<file path="config.mk">
export PLATFORM = sky130hd
export DESIGN_NAME = if_fetch_unit
export DESIGN_NICKNAME = d
export VERILOG_FILES = /design/src/rtl/if_pkg.sv /design/src/rtl/if_fetch_queue.sv /design/src/rtl/if_fetch_unit.sv
export SDC_FILE = /design/constraint.sdc
export NUM_CORES = 1
export LEC_CHECK = 0
export ABC_AREA = 1
export CAP_MARGIN = 20
export CORE_ASPECT_RATIO = 1.75
export CORE_UTILIZATION = 40
export CTS_CLUSTER_SIZE = 16
export DETAILED_ROUTE_END_ITERATION = 16
export PLACE_DENSITY = 0.65
export SKIP_LAST_GASP = 1
export SYNTH_ARGS = -nofsm -noshare
export SYNTH_HDL_FRONTEND = slang
export SYNTH_SLANG_ARGS = --single-unit
</file>
<file path="constraint.sdc">
create_clock -name clk -period 13.6 [get_ports clk]
set_clock_uncertainty 0.2 [all_clocks]
set_input_delay 1.36 -clock clk [delete_from_list [all_inputs] [get_ports clk]]
set_output_delay 1.36 -clock clk [all_outputs]
set_load 0.05 [all_outputs]
</file>
<file path="src/rtl/if_pkg.sv">
// rtl/if_pkg.sv - shared types and constants for the simplemips instruction-fetch stage
package if_pkg;

  localparam int DEF_ADDR_W = 32;
  localparam int DEF_INST_W = 32;
  localparam int PC_STEP    = 4;

  typedef enum logic {
    FETCH = 1'b0,
    KILL  = 1'b1
  } state_t;

  typedef struct packed {
    logic [DEF_ADDR_W-1:0] addr;
    logic [DEF_INST_W-1:0] inst;
  } fq_entry_t;

endpackage

</file>
<file path="src/rtl/if_fetch_queue.sv">
// rtl/if_fetch_queue.sv - synchronous FIFO with flush, buffering fetched {addr, inst} entries
module if_fetch_queue #(
  parameter int W     = 64,
  parameter int DEPTH = 2
) (
  input  logic         clk,
  input  logic         rst_n,
  input  logic         push,
  input  logic [W-1:0] push_data,
  input  logic         pop,
  input  logic         flush,
  output logic         full,
  output logic         empty,
  output logic [W-1:0] head
);

  localparam int AW = $clog2(DEPTH);

  logic [W-1:0]  mem [DEPTH];
  logic [AW:0]   wr_ptr;
  logic [AW:0]   rd_ptr;

  // Extra pointer bit distinguishes full from empty when the indices match.
  assign empty = (wr_ptr == rd_ptr);
  assign full  = (wr_ptr[AW] != rd_ptr[AW]) && (wr_ptr[AW-1:0] == rd_ptr[AW-1:0]);
  assign head  = empty ? '0 : mem[rd_ptr[AW-1:0]];

  always_ff @(posedge clk) begin
    if (!rst_n || flush) begin
      wr_ptr <= '0;
      rd_ptr <= '0;
    end else begin
      if (push && !full) wr_ptr <= wr_ptr + (AW+1)'(1);
      if (pop && !empty) rd_ptr <= rd_ptr + (AW+1)'(1);
    end
  end

  always_ff @(posedge clk) begin
    if (push && !full) mem[wr_ptr[AW-1:0]] <= push_data;
  end

endmodule

</file>
<file path="src/rtl/if_fetch_unit.sv">
// rtl/if_fetch_unit.sv - pipelined IF stage: PC, ROM req/ack, fetch queue, flush; FETCH_PERF_EN adds counters
module if_fetch_unit
  import if_pkg::*;
#(
  parameter int                ADDR_W   = DEF_ADDR_W,
  parameter int                INST_W   = DEF_INST_W,
  parameter logic [ADDR_W-1:0] RESET_PC = '0,
  parameter int                FQ_DEPTH = 2
) (
  input  logic              clk,
  input  logic              rst_n,
  input  logic              flush_i,
  input  logic [ADDR_W-1:0] redirect_addr_i,
  output logic              rom_req_o,
  output logic [ADDR_W-1:0] rom_addr_o,
  input  logic              rom_ack_i,
  input  logic [INST_W-1:0] rom_data_i,
  output logic              valid_o,
  input  logic              ready_i,
  output logic [ADDR_W-1:0] addr_o,
  output logic [INST_W-1:0] inst_o
`ifdef FETCH_PERF_EN
  ,
  output logic [31:0]       perf_fetch_o,
  output logic [31:0]       perf_kill_o
`endif
);

  state_t              state_q, state_d;
  logic [ADDR_W-1:0]   pc_q, pc_d;
  logic [ADDR_W-1:0]   kill_addr_q, kill_addr_d;
  logic                run_q;
  logic                push;
  logic                discard;
  logic                fq_full;
  logic                fq_empty;
  logic                req_ack;
  logic [ADDR_W-1:0]   redirect;
  logic [ADDR_W+INST_W-1:0] fq_head;

  assign redirect = redirect_addr_i & ~ADDR_W'(3);

  // run_q keeps the request low during reset and until the first edge after release.
  assign rom_req_o  = run_q && ((state_q == KILL) || !fq_full);
  assign rom_addr_o = (state_q == KILL) ? kill_addr_q : pc_q;
  assign req_ack    = rom_req_o && rom_ack_i;

  always_comb begin
    state_d     = state_q;
    pc_d        = pc_q;
    kill_addr_d = kill_addr_q;
    push        = 1'b0;
    discard     = 1'b0;
    case (state_q)
      FETCH: begin
        if (flush_i) begin
          pc_d = redirect;
          if (rom_req_o && !rom_ack_i) begin
            state_d     = KILL;
            kill_addr_d = pc_q;
          end else if (req_ack) begin
            discard = 1'b1;
          end
        end else if (req_ack) begin
          push = 1'b1;
          pc_d = pc_q + ADDR_W'(PC_STEP);
        end
      end
      KILL: begin
        // The stale request must complete before a new one may issue.
        if (flush_i) pc_d = redirect;
        if (rom_ack_i) begin
          discard = 1'b1;
          state_d = FETCH;
        end
      end
      default: state_d = FETCH;
    endcase
  end

  always_ff @(posedge clk) begin
    if (!rst_n) begin
      state_q     <= FETCH;
      pc_q        <= RESET_PC;
      kill_addr_q <= RESET_PC;
      run_q       <= 1'b0;
    end else begin
      state_q     <= state_d;
      pc_q        <= pc_d;
      kill_addr_q <= kill_addr_d;
      run_q       <= 1'b1;
    end
  end

  if_fetch_queue #(
    .W     (ADDR_W + INST_W),
    .DEPTH (FQ_DEPTH)
  ) u_fetch_queue (
    .clk       (clk),
    .rst_n     (rst_n),
    .push      (push),
    .push_data ({pc_q, rom_data_i}),
    .pop       (valid_o && ready_i),
    .flush     (flush_i),
    .full      (fq_full),
    .empty     (fq_empty),
    .head      (fq_head)
  );

  assign valid_o           = !fq_empty;
  assign {addr_o, inst_o}  = fq_head;

`ifdef FETCH_PERF_EN
  logic [31:0] perf_fetch_q;
  logic [31:0] perf_kill_q;

  always_ff @(posedge clk) begin
    if (!rst_n) begin
      perf_fetch_q <= '0;
      perf_kill_q  <= '0;
    end else begin
      if (push)    perf_fetch_q <= perf_fetch_q + 32'd1;
      if (discard) perf_kill_q  <= perf_kill_q + 32'd1;
    end
  end

  assign perf_fetch_o = perf_fetch_q;
  assign perf_kill_o  = perf_kill_q;
`endif

endmodule

</file>
==> reports/qor.csv, run 1 <==
stage,metric,value,unit
timing,slew_headroom,0.386,
drt,routedWlPerCell,16.7,µm
placement,dp.cells,1356,
pwr,combPwrFrac,0.124,
drt,drc_errors,0,
logic_synthesis,async_reset_ff_frac,0,
timing,fin_worst_hold_slack,249,ps
clocking,htree_levels,4,
logic_synthesis,synth_edf_count,124,
placement,placed_area,0.0104,mm²
timing,finalMaxSlewViolations,0,
global_routing,grt_first_pass_wirelength,35900,µm
clocking,post_cts_buffers,0,
timing,fin_crit_sh,0.338,
logic_synthesis,yosysMostFrequentCell,nand2_1,
timing,fmax,218,MHz
logic_synthesis,synth_top_area_share,0.434,
floorplan,ios,167,
setup_path,crit_arrival,3030,ps
layout,fin_nets,1193,
logic_synthesis,yosysUniqueCellTypes,33,
setup_path,reg2reg_from,state_q,
logic_synthesis,syn_area,0.00858,mm²
global_routing,grt_max_degree,65,
logic_synthesis,synth_area_per_cell,8.73,µm²
setup_path,cp.required,12040,ps
timing,period_minus_slack,4590,ps
pwr,p_seq_frac,0.516,
logic_synthesis,synth.area.top_cells,"edfxtp_1 (43%), dfxtp_1 (16%), nand2_1 (14%)",
layout,fin_area,0.0109,mm²
setup_path,start_kind,flop,
floorplan,die-area,0.0221,mm²
clocking,cts.clk_slew.worst_paths,60,ps
global_routing,grt_pass1_vias,6727,
floorplan,start_util,0.410,
outcome,outcome,"complete, no violations",
floorplan,core_region_area,0.0209,mm²
clocking,cts_tree,done,
drt,dr.pass1.iters,5,
floorplan,dieWidth,113,µm
pwr,pwr_density_cell,117,mW/mm²
pwr,vdd_ir_drop_max,0.0758,mV
drt,via_per_inst,5.10,
clocking,cts_buffers,17,
pwr,p_switching,0.327,mW
flow_run,cap_violations,0,
timing,tns,0,ps
clocking,cts_resized,0,
pwr,power_frac_clock,0.360,
timing,rsz0062_at_grt,false,
min_path,min_path_type,flop to flop,
logic_synthesis,ys_seq_area_frac,0.591,
drt,via_count,7079,
drt,finalWirelength,23300,µm
logic_synthesis,ys.flop_type,edfxtp_1,
layout,post-route-util,0.522,
floorplan,die_h,196,µm
timing,tightest_slew,918,ps
logic_synthesis,yosys.area.top_type,edfxtp_1,
clocking,clock_latency,420,ps
timing,finalHoldViolCount,0,
setup_path,critPathCaptureType,primary output,
logic_synthesis,syn_inst,982,
clocking,numClockSinks,191,
layout,fin_cells,1389,
layout,drive_above_1_share,0.0484,
floorplan,rows,70,
logic_synthesis,synthTopCellsByCount,"nand2_1 (325), a21oi_1 (124), edfxtp_1 (124)",
setup_path,path_class,flop to primary output,
clocking,clockBufferDepth,2,
logic_synthesis,ys_seq_elements,191,
placement,globalplace.congestion,0.927,
placement,dp_hpwl,15400,µm
setup_path,crit_fanout,57,
timing,setup_viol,0,
pwr,p_leak,3.90,nW
global_routing,grt_usage,0.215,
drt,drt-initial-drc-count,477,
pwr,swShare,0.256,
global_routing,overflow,0,
setup_path,crit_start,state_q,
clocking,cts_hold_buf,0,
drt,ant_nets,0,
pwr,internal-power,0.947,mW
min_path,hp-start,kill_addr_q[3],
layout,area.growth.synth_to_final,27.3,%
placement,io_buffers,160,
logic_synthesis,yosys_warnings,0,
clocking,cts_root_buf,clkbuf_16,
global_routing,antenna_found_initial,1,
==> kinds of logic after synthesis <==
group | synth area share
compound gates | 0.116
other cells | 0.000437
buf+inv | 0.0550
mux | 0.0128
simple gates | 0.219
flops | 0.591
xor+xnor | 0.00511
fa+ha+maj | 0.00146
==> sequential cells by signal (all words and copies together) (netlist names), named ones only <==
| signal | cells |
|---|---|
| u_fetch_queue.mem | 124 |
| kill_addr_q | 30 |
| pc_q | 30 |
| u_fetch_queue.rd_ptr | 2 |
| u_fetch_queue.wr_ptr | 2 |
| run_q | 1 |
| state_q | 1 |
==> critical path: stages, from the launching register on <==
cell and delay, ps:
dfxtp_1 310, buf_4 450, inv_1 330, nand3_1 160
nand2_1 80, inv_2 50, buf_4 330, clkdlybuf4s50_1 880
==> cell type report <==
type / instances / area (µm²)
fillers: 1939 / 10000
repair buffers: 172 / 1700
diodes: 1 / 2.50
well taps: 252 / 315
clock inverters: 7 / 37.5
clock buffers: 25 / 498
multi-input cells: 680 / 3070
inverters: 61 / 229
flip-flops and latches: 191 / 5070
==> power groups by stage <==
stage | clock [mW] | sequential [mW] | combinational, mW
finish | 0.459 | 0.657 | 0.158
global route | 0.489 | 0.660 | 0.170
CTS | 0.467 | 0.657 | 0.160
detailed placement | 0 | 0.670 | 0.159
global placement | 0 | 0.668 | 0.158
floorplan | 0 | 0.662 | 0.0995
==> placed cells by master (no fill, tap or decap), drive strengths merged <==
cell	n
dfxtp	67
edfxtp	124
xnor2	1
a21boi	1
o21ai	68
conb	4
clkinv	7
mux2i	11
xor2	4
diode	1
or2	5
ha	1
clkdlybuf4s50	160
nand4	3
nor3	4
a21oi	125
o22ai	1
nand3	64
buf	12
inv	61
nor2	61
nand2	326
clkbuf	25
a22o	1
==> routing by layer <==
metal | part of all wire | vias to the layer above | track usage
met1 | 0.38 | 3242 | 0.238
met5 | 0 | - | 0
met2 | 0.53 | 241 | 0.391
met3 | 0.049 | 44 | 0.0300
li1 | - | 3552 | -
met4 | 0.040 | 0 | 0.119
==> through the flow <==
stage          power [mW]  setup slack, ps
6_report             1.27             9010
3_5_place_dp        0.828             8700
4_1_cts              1.28             8920
2_1_floorplan       0.762             8280
5_1_grt              1.32             8850
3_3_place_gp        0.826             8690
==> path summary, 6_finish.rpt <==
kind,depth (start not counted),to,slack (ps)
max reg2reg,8,u_fetch_queue.mem[0][23],10470
min reg2reg,2,kill_addr_q[3],250
max,7,rom_req_o,9010
min,2,kill_addr_q[3],250
Note: power is estimated with default switching activity, not from simulation.
==> inputs of run 2 (changes only) <==
==> constraint.sdc (replaced) <==
create_clock -name clk -period 4.4 [get_ports clk]
set_clock_uncertainty 0.2 [all_clocks]
set_input_delay 0.44 -clock clk [delete_from_list [all_inputs] [get_ports clk]]
set_output_delay 0.44 -clock clk [all_outputs]
set_load 0.05 [all_outputs]
==> reports/qor.csv, run 2 (same netlist as run 1, synthesis figures left out) <==
stage,metric,value,unit
outcome,outcome,"complete, no violations",
layout,fin_area,0.0111,mm²
global_routing,overflow,0,
layout,fillers,1942,
layout,largest_reg_flops,124,
pwr,p_seq_frac,0.487,
timing,fin_worst_hold_slack,252,ps
min_path,min_path_type,flop to flop,
drt,drc_errors,0,
placement,dp_hpwl,16600,µm
setup_path,path_cells,"nand2_1, a21oi_4, buf_4, a21oi_1, clkdlybuf4s50_1",
layout,drive_above_1_share,0.0594,
timing,finalHoldViolCount,0,
pwr,power_frac_clock,0.393,
floorplan,die_h,196,µm
clocking,cts.clk_slew.worst_paths,70,ps
setup_path,reg2reg_from,u_fetch_queue.wr_ptr[0],
setup_path,start_kind,flop,
clocking,cts_resized,0,
pwr,totalPowerFinal,4.17,mW
drt,ant_nets,0,
timing,slew_headroom,0.475,
setup_path,crit_start,u_fetch_queue.wr_ptr[0],
floorplan,dieWidth,113,µm
clocking,htree_levels,4,
global_routing,grt_pass1_vias,6923,
floorplan,start_util,0.410,
clocking,clock_latency,430,ps
placement,placed_area,0.0105,mm²
setup_path,max_stage_delay,730,ps
setup_path,path_class,flop to primary output,
layout,final_common_cell,nand2_1,
floorplan,ios,167,
layout,n_antenna_cell,0,
drt,drt-initial-drc-count,485,
pwr,internal-power,3.14,mW
global_routing,grt_first_pass_wirelength,36500,µm
placement,post-place-ws,1260,ps
clocking,numClockSinks,191,
floorplan,core_region_area,0.0209,mm²
setup_path,critPathCaptureType,primary output,
placement,io_buffers,160,
placement,globalplace.congestion,0.932,
drt,via_count,7106,
pwr,swShare,0.247,
layout,final_cell_mix,"nand2_1 (325), clkdlybuf4s50_1 (160), a21oi_1 (124), edfxtp_1 (124), o21ai_0 (67)",
global_routing,grt_usage,0.216,
timing,period_minus_slack,3540,ps
drt,routedWlPerCell,16.8,µm
floorplan,die-area,0.0221,mm²
min_path,hp-start,kill_addr_q[6],
drt,finalWirelength,23500,µm
pwr,p_leak,3.98,nW
drt,dr.pass1.iters,5,
pwr,pwr_density_cell,375,mW/mm²
timing,tns,0,ps
floorplan,rows,70,
timing,fin_crit_sh,0.804,
clocking,post_cts_buffers,0,
setup_path,cpMaxStageDelayCell,clkdlybuf4s50_1,
timing,setup_viol,0,
pwr,p_switching,1.03,mW
clocking,clockBufferDepth,2,
drt,via_per_inst,5.09,
global_routing,antenna_found_initial,0,
timing,worst_slack,861,ps
timing,tightest_slew,786,ps
setup_path,cp.required,3760,ps
setup_path,crit_fanout,27,
layout,fin_nets,1201,
clocking,cts_root_buf,clkbuf_16,
pwr,combPwrFrac,0.120,
flow_run,cap_violations,0,
global_routing,grt_max_degree,63,
timing,fmax,283,MHz
pwr,vdd_ir_drop_max,0.210,mV
layout,area.growth.synth_to_final,29.6,%
timing,rsz0062_at_grt,false,
timing,finalMaxSlewViolations,0,
clocking,cts_hold_buf,0,
setup_path,crit_arrival,2900,ps
clocking,cts_buffers,17,
clocking,cts_tree,done,
-- run 2: cell types whose count changed in the layout (fill, tap and decap cells not counted), moves of 3 or more --
| cell | before | now |
|---|---|---|
| clkbuf_1 | 6 | 3 |
| buf_12 | 1 | 4 |
| buf_4 | 11 | 16 |
| bufinv_16 | 0 | 3 |
-- run 2: layout make-up --
| cell class | count | area [µm²] | area share |
|---|---|---|---|
| clock buffers | 24 | 514 | 0.0463 |
| flip-flops and latches | 191 | 5070 | 0.456 |
| repair buffers | 180 | 1800 | 0.162 |
| clock inverters | 8 | 124 | 0.0111 |
| inverters | 61 | 229 | 0.0206 |
| well taps | 252 | 315 | 0.0284 |
| multi-input cells | 680 | 3070 | 0.276 |
-- run 2: worst paths after layout --
| check | to | slack, ps | depth (start not counted) |
|---|---|---|---|
| setup / recovery | addr_o[9] | 860 | 5 |
| hold / removal | kill_addr_q[6] | 250 | 2 |
| setup reg to reg | u_fetch_queue.mem[0][6] | 1690 | 9 |
| hold reg to reg | kill_addr_q[6] | 250 | 2 |
-- run 2: power by group through the flow --
stage | Combinational [mW] | Sequential [mW] | Clock, mW
final | 0.500 | 2.03 | 1.64
after global routing | 0.539 | 2.04 | 1.74
after detailed placement | 0.501 | 2.07 | 0
after floorplan | 0.308 | 2.05 | 0
after CTS | 0.503 | 2.03 | 1.67
after global placement | 0.497 | 2.06 | 0
-- run 2: critical path, delay by kind of cell (launching register included) --
family	cells	cell delay, ps
AO/OA/AOI/OAI	2	740
buffers and inverters	2	1110
flip-flops	1	460
AND/OR/NAND/NOR	1	150
-- run 2: stage by stage --
step	util	cells
finish	0.531	1396
global route	0.531	1396
CTS	0.531	1396
detailed placement	0.501	1364
global placement	0.501	1364
floorplan	-	985
-- run 2: per-layer routing --
layer  up-vias  track usage  share of wire
li1       3565            -              -
met1      3299        0.237           0.39
met2       196        0.398           0.53
met3        46       0.0318          0.037
met4         0        0.118          0.045
met5         -            0              0
==> inputs of run 3 (changes only) <==
==> constraint.sdc (replaced) <==
create_clock -name clk -period 3.5 [get_ports clk]
set_clock_uncertainty 0.2 [all_clocks]
set_input_delay 0.35 -clock clk [delete_from_list [all_inputs] [get_ports clk]]
set_output_delay 0.35 -clock clk [all_outputs]
set_load 0.05 [all_outputs]
==> reports/qor.csv, run 3 (same netlist as run 1, synthesis figures left out) <==
stage,metric,value,unit
global_routing,grt_usage,0.215,
timing,tns,0,ps
layout,final_cell_mix,"nand2_1 (325), clkdlybuf4s50_1 (144), a21oi_1 (124), edfxtp_1 (124), o21ai_0 (67)",
layout,area.growth.synth_to_final,29.6,%
layout,largest_reg_flops,124,
timing,rsz0062_at_grt,false,
setup_path,ff2ff_setup_slack,970,ps
timing,slew_headroom,0.616,
pwr,vdd_ir_drop_max,0.316,mV
setup_path,crit_fanout,23,
clocking,numClockSinks,191,
pwr,p_leak,4.03,nW
clocking,clockBufferDepth,2,
pwr,pwr_density_cell,463,mW/mm²
drt,routedWlPerCell,16.7,µm
clocking,cts_resized,0,
setup_path,cp.required,2950,ps
setup_path,reg2reg_to,u_fetch_queue.mem[1][4],
setup_path,path_class,flop to primary output,
drt,dr.pass1.iters,5,
timing,period_minus_slack,3190,ps
clocking,cts_root_buf,clkbuf_16,
floorplan,ios,167,
drt,drc_errors,0,
floorplan,core_region_area,0.0209,mm²
clocking,cts_hold_buf,0,
clocking,cts_buffers,17,
global_routing,grt_first_pass_wirelength,36000,µm
setup_path,cpLargestDelayFamily,buffers and inverters,
floorplan,rows,70,
layout,final_common_cell,nand2_1,
global_routing,overflow,0,
setup_path,start_kind,flop,
floorplan,die_h,196,µm
outcome,outcome,"complete, no violations",
timing,finalHoldViolCount,0,
drt,ant_nets,0,
drt,wl_met2,12400,µm
drt,top_layer,met4,
layout,drive_above_1_share,0.0768,
setup_path,critPathCaptureType,primary output,
min_path,min_path_type,flop to flop,
placement,dp_hpwl,16400,µm
clocking,post_cts_buffers,0,
clocking,clock_latency,430,ps
floorplan,die-area,0.0221,mm²
setup_path,worst-path-stages,4,
clocking,cts.clk_slew.worst_paths,70,ps
drt,met3_length,936,µm
floorplan,start_util,0.410,
drt,via_count,7110,
clocking,cts_tree,done,
setup_path,cpMaxStageDelayCell,clkdlybuf4s50_1,
global_routing,antenna_found_initial,0,
timing,fin_crit_sh,0.912,
setup_path,worstSetupEndpoint,addr_o[20],
drt,via_per_inst,5.09,
layout,fin_cells,1398,
layout,fin_nets,1203,
placement,io_buffers,160,
timing,finalMaxSlewViolations,0,
placement,dp.cells,1366,
layout,n_antenna_cell,0,
placement,globalplace.congestion,0.882,
global_routing,grt_max_degree,57,
timing,setup_viol,0,
global_routing,grt_pass1_vias,6741,
drt,finalWirelength,23300,µm
setup_path,reg2reg_from,u_fetch_queue.wr_ptr[0],
timing,tightest_slew,575,ps
floorplan,dieWidth,113,µm
flow_run,cap_violations,0,
setup_path,crit_arrival,2640,ps
drt,wirelength_met1,8950,µm
clocking,htree_levels,4,
setup_path,path_cells,"buf_4, nand2_1, a21oi_1, clkdlybuf4s50_1",
drt,drt-initial-drc-count,432,
setup_path,max_stage_delay,860,ps
timing,fmax,313,MHz
setup_path,path_buf_inv,2,
setup_path,r2r_cells,9,
-- run 3: cell types whose count changed in the layout (fill, tap and decap cells not counted) --
cell	before	now
buf_12	4	8
buf_4	16	30
bufinv_16	3	1
clkbuf_1	3	0
clkbuf_16	19	20
clkbuf_8	2	1
clkdlybuf4s50_1	160	144
clkinv_1	1	2
clkinv_2	2	3
clkinv_4	0	3
-- run 3: worst min path at each step --
stage / depth (start not counted) / startpoint / slack [ps] / endpoint
after floorplan: 0 / rst_n / 180 / run_q
after global placement: 2 / kill_addr_q[3] / 230 / kill_addr_q[3]
after detailed placement: 2 / kill_addr_q[6] / 240 / kill_addr_q[6]
after CTS: 2 / kill_addr_q[6] / 250 / kill_addr_q[6]
after global routing: 2 / kill_addr_q[19] / 270 / kill_addr_q[19]
final: 2 / kill_addr_q[6] / 250 / kill_addr_q[6]
-- run 3: stage by stage --
stage          area (µm²)  power, mW  hold slack (ps)   util  setup WS [ps]
4_1_cts             11100       5.20              250  0.531            239
3_5_place_dp        10500       3.23              240  0.502            700
2_1_floorplan        8590       2.96              178      -           91.8
5_1_grt             11100       5.33              265  0.531            144
3_3_place_gp        10500       3.22              233  0.502            726
6_report            11100       5.15              249  0.531            307
-- run 3: worst register-to-register path, stage by stage, from the launching register on --
cell     delay [ps]
dfxtp_1         450
inv_1            90
nand2_1         120
nand2_1          80
nand2_1         100
nand2_1          60
nor3_1          280
nand2_1         140
inv_2           430
buf_12          250
-- run 3: power by group --
part,internal [mW],switching (mW),total (mW)
clock network,1.13,0.841,1.97
registers,2.47,0.0786,2.55
logic,0.230,0.402,0.632
-- run 3: area by class of cell --
| class | count | area (µm²) |
|---|---|---|
| Clock inverter | 11 | 98.8 |
| Timing Repair Buffer | 182 | 1830 |
| Sequential cell | 191 | 5070 |
| Clock buffer | 21 | 514 |
| Multi-Input combinational cell | 680 | 3070 |
| Inverter | 61 | 229 |
| Tap cell | 252 | 315 |
| Fill cell | 1936 | 9820 |
-- run 3: layer usage --
layer,track usage,up-vias
met2,0.395,216
li1,-,3578
met5,0,-
met4,0.116,0
met3,0.0346,47
met1,0.235,3269
